File: config.mk
export PLATFORM = sky130hd
export DESIGN_NAME = turn_controller
export DESIGN_NICKNAME = d
export VERILOG_FILES = /design/src/rtl/turn_controller.sv
export SDC_FILE = /design/constraint.sdc
export NUM_CORES = 1
export LEC_CHECK = 0
export CAP_MARGIN = 15
export CORE_MARGIN = 4
export CORE_UTILIZATION = 38
export DETAILED_ROUTE_END_ITERATION = 7
export HOLD_SLACK_MARGIN = 0.05
export PLACE_DENSITY = 0.73
export SLEW_MARGIN = 10
export SYNTH_ARGS = -nofsm -noshare
export SYNTH_HDL_FRONTEND = slang
export SYNTH_SLANG_ARGS = --single-unit
File: constraint.sdc
create_clock -name clk -period 1.8 [get_ports clk]
set_input_delay 0.36 -clock clk [delete_from_list [all_inputs] [get_ports clk]]
set_output_delay 0.36 -clock clk [all_outputs]
set_load 0.05 [all_outputs]
File: src/rtl/turn_controller.sv
// rtl/turn_controller.sv - Connect-four turn sequencing: move validation, turn timer, auto-placement, win/draw handling.
module turn_controller #(
    parameter int TURN_CYCLES = 500000000,
    parameter int MAX_MOVES   = 42
) (
    input  logic        clk,
    input  logic        rst,
    input  logic        start,
    input  logic        move_req,
    input  logic [2:0]  move_col,
    input  logic        col_full,
    input  logic        check_done,
    input  logic        check_win,
    output logic        insert_en,
    output logic [1:0]  player_id,
    output logic [2:0]  col_sel,
    output logic        check_start,
    output logic        move_reject,
    output logic        game_over,
    output logic [1:0]  winner,
    output logic [5:0]  move_count,
    output logic [28:0] time_left
);

    localparam logic [28:0] TL_INIT    = 29'(TURN_CYCLES - 1);
    localparam logic [5:0]  MOVE_LIMIT = 6'(MAX_MOVES);

    typedef enum logic [2:0] {
        IDLE, WAIT_MOVE, CHECK_COL, INSERT, CHECK_WAIT, SWITCH, AUTO_SCAN, OVER
    } state_t;

    state_t state, state_nxt;
    logic   scan_phase;
    logic   load_game, take_move, reject, timeout, scan_next, set_win, set_draw;

    assign insert_en = (state == INSERT);
    assign game_over = (state == OVER);

    always_ff @(posedge clk or negedge rst) begin
        if (!rst) state <= IDLE;
        else      state <= state_nxt;
    end

    always_comb begin
        state_nxt = state;
        load_game = 1'b0;
        take_move = 1'b0;
        reject    = 1'b0;
        timeout   = 1'b0;
        scan_next = 1'b0;
        set_win   = 1'b0;
        set_draw  = 1'b0;
        case (state)
            IDLE, OVER: begin
                if (start) begin
                    load_game = 1'b1;
                    state_nxt = WAIT_MOVE;
                end
            end
            WAIT_MOVE: begin
                // A request arriving on the last timer cycle still beats the timeout.
                if (move_req) begin
                    if (move_col <= 3'd6) begin
                        take_move = 1'b1;
                        state_nxt = CHECK_COL;
                    end else begin
                        reject = 1'b1;
                    end
                end else if (time_left == 29'd0) begin
                    timeout   = 1'b1;
                    state_nxt = AUTO_SCAN;
                end
            end
            CHECK_COL: begin
                if (col_full) begin
                    reject    = 1'b1;
                    state_nxt = WAIT_MOVE;
                end else begin
                    state_nxt = INSERT;
                end
            end
            INSERT: state_nxt = CHECK_WAIT;
            CHECK_WAIT: begin
                if (check_done) begin
                    if (check_win) begin
                        set_win   = 1'b1;
                        state_nxt = OVER;
                    end else if (move_count == MOVE_LIMIT) begin
                        set_draw  = 1'b1;
                        state_nxt = OVER;
                    end else begin
                        state_nxt = SWITCH;
                    end
                end
            end
            SWITCH: state_nxt = WAIT_MOVE;
            AUTO_SCAN: begin
                // Phase 0 presents col_sel to the board; phase 1 reads its col_full answer.
                if (scan_phase) begin
                    if (!col_full) begin
                        state_nxt = INSERT;
                    end else if (col_sel == 3'd6) begin
                        set_draw  = 1'b1;
                        state_nxt = OVER;
                    end else begin
                        scan_next = 1'b1;
                    end
                end
            end
            default: state_nxt = IDLE;
        endcase
    end

    always_ff @(posedge clk or negedge rst) begin
        if (!rst) begin
            player_id   <= 2'b01;
            col_sel     <= 3'd0;
            move_count  <= 6'd0;
            winner      <= 2'b00;
            time_left   <= TL_INIT;
            check_start <= 1'b0;
            move_reject <= 1'b0;
            scan_phase  <= 1'b0;
        end else begin
            check_start <= (state == INSERT);
            move_reject <= reject;
            if ((state == WAIT_MOVE || state == CHECK_COL) && time_left != 29'd0)
                time_left <= time_left - 29'd1;
            if (take_move)
                col_sel <= move_col;
            if (timeout) begin
                col_sel    <= 3'd0;
                scan_phase <= 1'b0;
            end else if (state == AUTO_SCAN) begin
                scan_phase <= ~scan_phase;
            end
            if (scan_next)
                col_sel <= col_sel + 3'd1;
            if (state == INSERT)
                move_count <= move_count + 6'd1;
            if (set_win)
                winner <= player_id;
            if (set_draw)
                winner <= 2'b00;
            if (state == SWITCH) begin
                player_id <= {player_id[0], player_id[1]};
                time_left <= TL_INIT;
            end
            if (load_game) begin
                player_id  <= 2'b01;
                col_sel    <= 3'd0;
                move_count <= 6'd0;
                winner     <= 2'b00;
                time_left  <= TL_INIT;
            end
        end
    end

endmodule

==> results of run 1 <==
registers in the layout (all words and copies together) (netlist names), 2 cells and up:
signal      cells
move_count      6
winner          2
col_sel         3
state           3
player_id       2
time_left      29
cell usage after synthesis (all sizes together), types with 2 or more instances:
cell type	number
a21boi	2
a21oi	12
a221o	2
and2	2
and3	3
and4b	2
buf	5
clkbuf	6
dfrtp	27
dfstp	21
ha	5
inv	10
mux2i	6
nand2	21
nand2b	4
nand3	21
nand3b	2
nand4	4
nand4b	2
nor2	18
nor3	13
nor4	7
o211ai	2
o21a	2
o21ai	15
o22ai	3
o31ai	14
o41ai	2
or2	4
or3	18
or4	8
xnor2	4
xor2	5
tightest hold or removal path, cell delays in order (launching register included):
cell and delay, ns:
dfstp_2 0.41, o41ai_2 0.05, nand2_1 0.05
what timing repair did:
action | CTS | global route
buffers inserted | 13 | 16
cloned | 0 | 1
hold buffers | 1 | 0
resized for setup | 25 | 36
hold endpoints to repair | 4 | 0
pin swaps | 22 | 26
setup endpoints to repair | 36 | 39
report_power, final:
| part | internal, mW | switching (mW) | total, mW |
|---|---|---|---|
| clock network | 0.271 | 0.378 | 0.648 |
| logic | 1.52 | 1.77 | 3.29 |
| registers | 1.32 | 0.224 | 1.54 |
logic make-up after synthesis:
| group | share of synthesized area |
|---|---|
| AND/OR/NAND/NOR | 0.278 |
| AO/OA/AOI/OAI | 0.182 |
| XOR/XNOR | 0.0278 |
| multiplexers | 0.0251 |
| flip-flops | 0.433 |
| adder cells (fa/ha/maj) | 0.0221 |
| buffers and inverters | 0.0322 |
worst min-delay path by stage:
stage / to / slack (ns) / depth (start not counted) / from
2_1_floorplan: check_start$_DFF_PN0_ / 0.06 / 0 / rst
3_3_place_gp: time_left[25]$_DFFE_PN0P_ / 0.31 / 1 / rst
3_5_place_dp: time_left[25]$_DFFE_PN0P_ / 0.32 / 1 / rst
4_1_cts: time_left[28]$_DFFE_PN1P_ / 0.51 / 2 / time_left[28]$_DFFE_PN1P_
5_1_grt: time_left[28]$_DFFE_PN1P_ / 0.52 / 2 / time_left[28]$_DFFE_PN1P_
6_report: time_left[28]$_DFFE_PN1P_ / 0.51 / 2 / time_left[28]$_DFFE_PN1P_
final cells by class:
cell class	instances	area, µm²	share of cell area
clock buffer	6	72.6	0.0149
clock inverter	2	11.3	0.00230
inverter	10	43.8	0.00896
multi-input combinational	220	1760	0.360
sequential	48	1240	0.254
tap	99	124	0.0254
timing repair buffer	160	1630	0.334
per-layer routing:
layer  share of wire  wire length [µm]
met2            0.53              4630
met4           0.026               225
met1            0.41              3560
met3           0.034               294
met5               0                 0
==> impl_metrics.env, run 1 <==
export IMPL_cts_sinks=48
export IMPL_report_final_slew_viol_count=0
export IMPL_port_buffers=55
export IMPL_die_h_um=94.4
export IMPL_grt_use_total=0.189
export IMPL_die_x_um=94.4
export IMPL_core_area_um2=7250
export IMPL_worst_pin_slew_ns=0.503
export IMPL_drv_cap=0
export IMPL_slowest_stage="or4_4"
export IMPL_synthDistinctLibCells=61
export IMPL_pre_cts_ws_ns=-0.281
export IMPL_reg2reg_from="time_left[20]$_DFFE_PN0P_"
export IMPL_async_flop_share=1.00
export IMPL_avgRoutedWirePerCell_um=16.0
export IMPL_detail_route_first_pass_iterations=4
export IMPL_max_slew_margin=0.660
export IMPL_hpwl_um=5860
export IMPL_cp_num_buf_inv=1
export IMPL_status="complete, but fails checks"
export IMPL_grt_pass1_wl_um=13600
export IMPL_totalWireLength_um=8720
export IMPL_drt_initial_drc_count=95
export IMPL_synth_seq_area_share=0.433
export IMPL_cp_depth=6
export IMPL_reg2regPathDepth=6
export IMPL_utilization=0.674
export IMPL_gp_congestion=0.855
export IMPL_rsz0062_at_grt="true"
export IMPL_path_cells="or4_4 > nand4b_4 > o311ai_4 > buf_2 > or3_1 > nand3_1"
export IMPL_synth_largest_area_cell="dfrtp_1"
export IMPL_numCtsBuffers=5
export IMPL_fmax_mhz=485
export IMPL_synth_seq_cells=48
export IMPL_clk_path_buf_depth=2
export IMPL_grt_max_degree=33
export IMPL_finalSetupViolations=35
export IMPL_final_period_utilization=1.15
export IMPL_busiest_layer="met2"
export IMPL_cts_root_buf="clkbuf_8"
export IMPL_gr_total_overflow=0
export IMPL_yosysWarnings=0
export IMPL_dp_cells=507
export IMPL_finalSetupTns_ns=-5.67
export IMPL_dieArea_um2=8910
export IMPL_avgViaCountPerCell=5.43
export IMPL_r2r_slack_ns=-0.26
export IMPL_min_path_type="flop to flop"
export IMPL_timing_rr_end="time_left[10]$_DFFE_PN1P_"
export IMPL_fillers=545
export IMPL_synth_area_leaders="dfrtp_1 24%, dfstp_2 19%, or3_1 4.0%"
export IMPL_drtAntennaViolNets=0
export IMPL_place_area_um2=4320
export IMPL_final_cell_mix="104 x buf_4, 28 x buf_12, 21 x dfstp_2, 20 x nand2_1, 17 x buf_6"
export IMPL_end_kind="flop"
export IMPL_worst_ep_required_time_ns=2.03
export IMPL_p_leak_nw=2.09
export IMPL_synth_avg_cell_area_um2=9.81
export IMPL_min_period_ns=2.06
export IMPL_grt_pass1_vias=2957
export IMPL_finClkSkew_ns=0.00614
export IMPL_layout_commonest_cell="buf_4"
export IMPL_violations="negative setup slack"
export IMPL_setup_slack_ns=-0.262
export IMPL_report_power_total_mw=5.48
export IMPL_worstPathArrival_ns=2.30
export IMPL_start_util=0.391
export IMPL_fin_area_um2=4890
export IMPL_crit_end="time_left[10]$_DFFE_PN1P_"
export IMPL_crit_path_start="time_left[20]$_DFFE_PN0P_"
export IMPL_io_pins=56
export IMPL_drive_gt1_frac=0.563
export IMPL_vias=2958
export IMPL_met3_usage=0.0271
export IMPL_antenna_found_initial=0
export IMPL_synthToLayoutAreaGrowth_pct=72.3
export IMPL_power_density_nw_per_um2=1120
export IMPL_antenna_cells=0
export IMPL_yosys_area_top_type_share=0.238
export IMPL_path_max_fanout=5
export IMPL_synthCells=289
export IMPL_clkTransAtPathRegs_ns=0.09
export IMPL_drc=0
export IMPL_use_met2=0.342
export IMPL_startpoint_type="flop"
export IMPL_slowest_delay_ns=0.55
export IMPL_syn_area_um2=2840
export IMPL_rows=31
export IMPL_synth_ff_type="dfrtp_1"
export IMPL_layoutNonFillerInstCount=545
export IMPL_htree_levels=2
export IMPL_irDropWorstVdd_uv=752
export IMPL_syn_num_nets=304
export IMPL_setup_worst_path_class="flop to flop"
export IMPL_synth_edf_count=0
export IMPL_hold_slack_ns=0.508
export IMPL_grt_use_met1=0.223
export IMPL_hold_viol_final=0
export IMPL_clk_latency_ns=0.30
export IMPL_fin_nets=460
export IMPL_cp_top_family="simple AND/OR/NAND/NOR gates"
export IMPL_cts_tree="yes"
Note: power is estimated with default switching activity, not from simulation.
==> run 2: changes to the inputs <==
CELL_PAD_IN_SITES_DETAIL_PLACEMENT = 1   (was default)
CELL_PAD_IN_SITES_GLOBAL_PLACEMENT = 1   (was default)
CORE_UTILIZATION = 36   (was 38)
PLACE_DENSITY = 0.86   (was 0.73)
==> run 2 against run 1 <==
The flow still finishes with violations (negative setup slack). Count of clock-buffer cells in the layout is 1 lower. Worst hold slack gained 0.041 ns. Register-to-register slack got worse by 0.09 ns. Setup slack worse by 0.087 ns. Final cell count rose by 0.37%. Utilization is 2.8 points lower. Sequential cell count is the same. Sequential share of layout area down 0.38 points. Clock power grew 6.8%. First-iteration DRC count is 8.4% lower. Global-route usage rose by 2.7 points. Die area grew 5.1%. Critical endpoint is now time_left[0]$_DFFE_PN1P_.
==> impl_metrics.env, run 2 (synthesis gave the netlist of run 1 again) <==
export IMPL_finClkSkew_ns=0.00816
export IMPL_hold_slack_ns=0.549
export IMPL_setup_worst_path_class="flop to flop"
export IMPL_dp_cells=513
export IMPL_min_period_ns=2.15
export IMPL_synthToLayoutAreaGrowth_pct=75.1
export IMPL_io_pins=56
export IMPL_cts_sinks=48
export IMPL_timing_rr_end="time_left[0]$_DFFE_PN1P_"
export IMPL_irDropWorstVdd_uv=748
export IMPL_slowest_delay_ns=0.54
export IMPL_fin_area_um2=4970
export IMPL_grt_pass1_vias=3272
export IMPL_reg2reg_from="time_left[21]$_DFFE_PN0P_"
export IMPL_antenna_cells=0
export IMPL_die_x_um=96.8
export IMPL_hold_viol_final=0
export IMPL_path_max_fanout=5
export IMPL_vias=3085
export IMPL_path_cells="or4_4 > nand4b_4 > buf_6 > o31ai_4 > buf_6 > xnor2_2 > nand2_1"
export IMPL_rows=32
export IMPL_violations="negative setup slack"
export IMPL_numCtsBuffers=5
export IMPL_avgRoutedWirePerCell_um=21.1
export IMPL_top_register="time_left"
export IMPL_worst_pin_slew_ns=0.553
export IMPL_min_path_type="primary input to async pin"
export IMPL_startpoint_type="flop"
export IMPL_max_slew_margin=0.629
export IMPL_drt_initial_drc_count=87
export IMPL_fmax_mhz=465
export IMPL_drc=0
export IMPL_gr_total_overflow=0
export IMPL_rsz0062_at_grt="true"
export IMPL_htree_levels=2
export IMPL_worst_ep_required_time_ns=2.05
export IMPL_report_final_slew_viol_count=0
export IMPL_core_area_um2=7690
export IMPL_totalWireLength_um=11600
export IMPL_power_density_nw_per_um2=1180
export IMPL_dieArea_um2=9360
export IMPL_clk_latency_ns=0.32
export IMPL_drive_gt1_frac=0.582
export IMPL_port_buffers=55
export IMPL_fin_nets=459
export IMPL_clk_path_buf_depth=2
export IMPL_critPathMostFrequentCell="buf_6"
export IMPL_clkTransAtPathRegs_ns=0.10
export IMPL_cts_tree="yes"
export IMPL_end_kind="flop"
export IMPL_utilization=0.646
export IMPL_grt_pass1_wl_um=16700
export IMPL_drtAntennaViolNets=0
export IMPL_antenna_found_initial=0
export IMPL_report_power_total_mw=5.84
export IMPL_top_regs="time_left (29), move_count (6)"
export IMPL_avgViaCountPerCell=5.64
export IMPL_gp_congestion=0.884
export IMPL_grt_use_total=0.216
export IMPL_final_period_utilization=1.19
export IMPL_layoutNonFillerInstCount=547
export IMPL_final_cell_mix="103 x buf_4, 27 x buf_12, 21 x dfstp_2, 19 x nand2_1"
export IMPL_hpwl_um=7100
export IMPL_setup_slack_ns=-0.349
export IMPL_p_leak_nw=2.17
export IMPL_cts_root_buf="clkbuf_8"
export IMPL_crit_end="time_left[0]$_DFFE_PN1P_"
export IMPL_largest_reg_flops=29
export IMPL_slowest_stage="or4_4"
export IMPL_finalSetupViolations=36
export IMPL_grt_max_degree=49
export IMPL_layout_commonest_cell="buf_4"
export IMPL_reg2regPathDepth=7
export IMPL_crit_path_start="time_left[21]$_DFFE_PN0P_"
export IMPL_status="complete, but fails checks"
export IMPL_detail_route_first_pass_iterations=4
export IMPL_drv_cap=0
export IMPL_die_h_um=96.8
export IMPL_place_area_um2=4330
export IMPL_start_util=0.369
export IMPL_r2r_slack_ns=-0.35
export IMPL_worstPathArrival_ns=2.40
-- run 2: cell count changes in the layout (fill, tap and decap cells not counted), sizes merged --
| cell | previous run | this run |
|---|---|---|
| clkinv | 1 | 3 |
| buf | 151 | 149 |
| clkinvlp | 2 | 1 |
-- run 2: how the worst min path moves through the flow --
stage,startpoint,to,slack (ns),cells past startpoint
floorplan,rst,check_start$_DFF_PN0_,0.06,0
global placement,rst,time_left[25]$_DFFE_PN0P_,0.37,2
finish,rst,time_left[21]$_DFFE_PN0P_,0.55,3
global route,rst,time_left[21]$_DFFE_PN0P_,0.59,3
detailed placement,rst,time_left[21]$_DFFE_PN0P_,0.37,2
CTS,rst,move_count[5]$_DFFE_PN0P_,0.58,3
-- run 2: final cells by class --
| type | instances | area [µm²] |
|---|---|---|
| multi-input cells | 220 | 1830 |
| clock buffers | 5 | 68.8 |
| inverters | 10 | 41.3 |
| fillers | 816 | 2720 |
| repair buffers | 159 | 1640 |
| well taps | 102 | 128 |
| flip-flops and latches | 48 | 1240 |
| clock inverters | 3 | 18.8 |
-- run 2: stage by stage --
stage	setup TNS (ns)	setup slack (ns)
CTS	-6.12	-0.249
detailed placement	-6.52	-0.297
finish	-8.35	-0.349
global placement	-3.84	-0.227
global route	-9.92	-0.411
floorplan	-7.13	-0.338
-- run 2: what timing repair did --
item | 4_1_cts | 5_1_grt
setup endpoints to repair | 38 | 38
hold buffers | 1 | 0
pin swaps | 27 | 26
resized for setup | 29 | 46
hold endpoints to repair | 18 | 0
gates cloned | 1 | 1
setup buffers | 11 | 12
-- run 2: routing by layer --
metal  global-route usage  part of all wire
met5                    0                 0
met1                0.239              0.39
met3               0.0404             0.031
met4               0.0745             0.016
met2                0.410              0.56
-- run 2: power breakdown --
group / switching, mW / leakage, nW / total (mW) / internal, mW
registers: 0.241 / 0.563 / 1.56 / 1.32
clock network: 0.420 / 0.0479 / 0.692 / 0.272
logic: 1.99 / 1.55 / 3.58 / 1.59
-- run 2: critical path, delay by kind of cell, from the launching register on --
family,cells,cell delay (ns)
AND/OR/NAND/NOR,3,0.87
buffers and inverters,2,0.37
XOR/XNOR,1,0.10
flip-flops,1,0.42
AO/OA/AOI/OAI,1,0.30
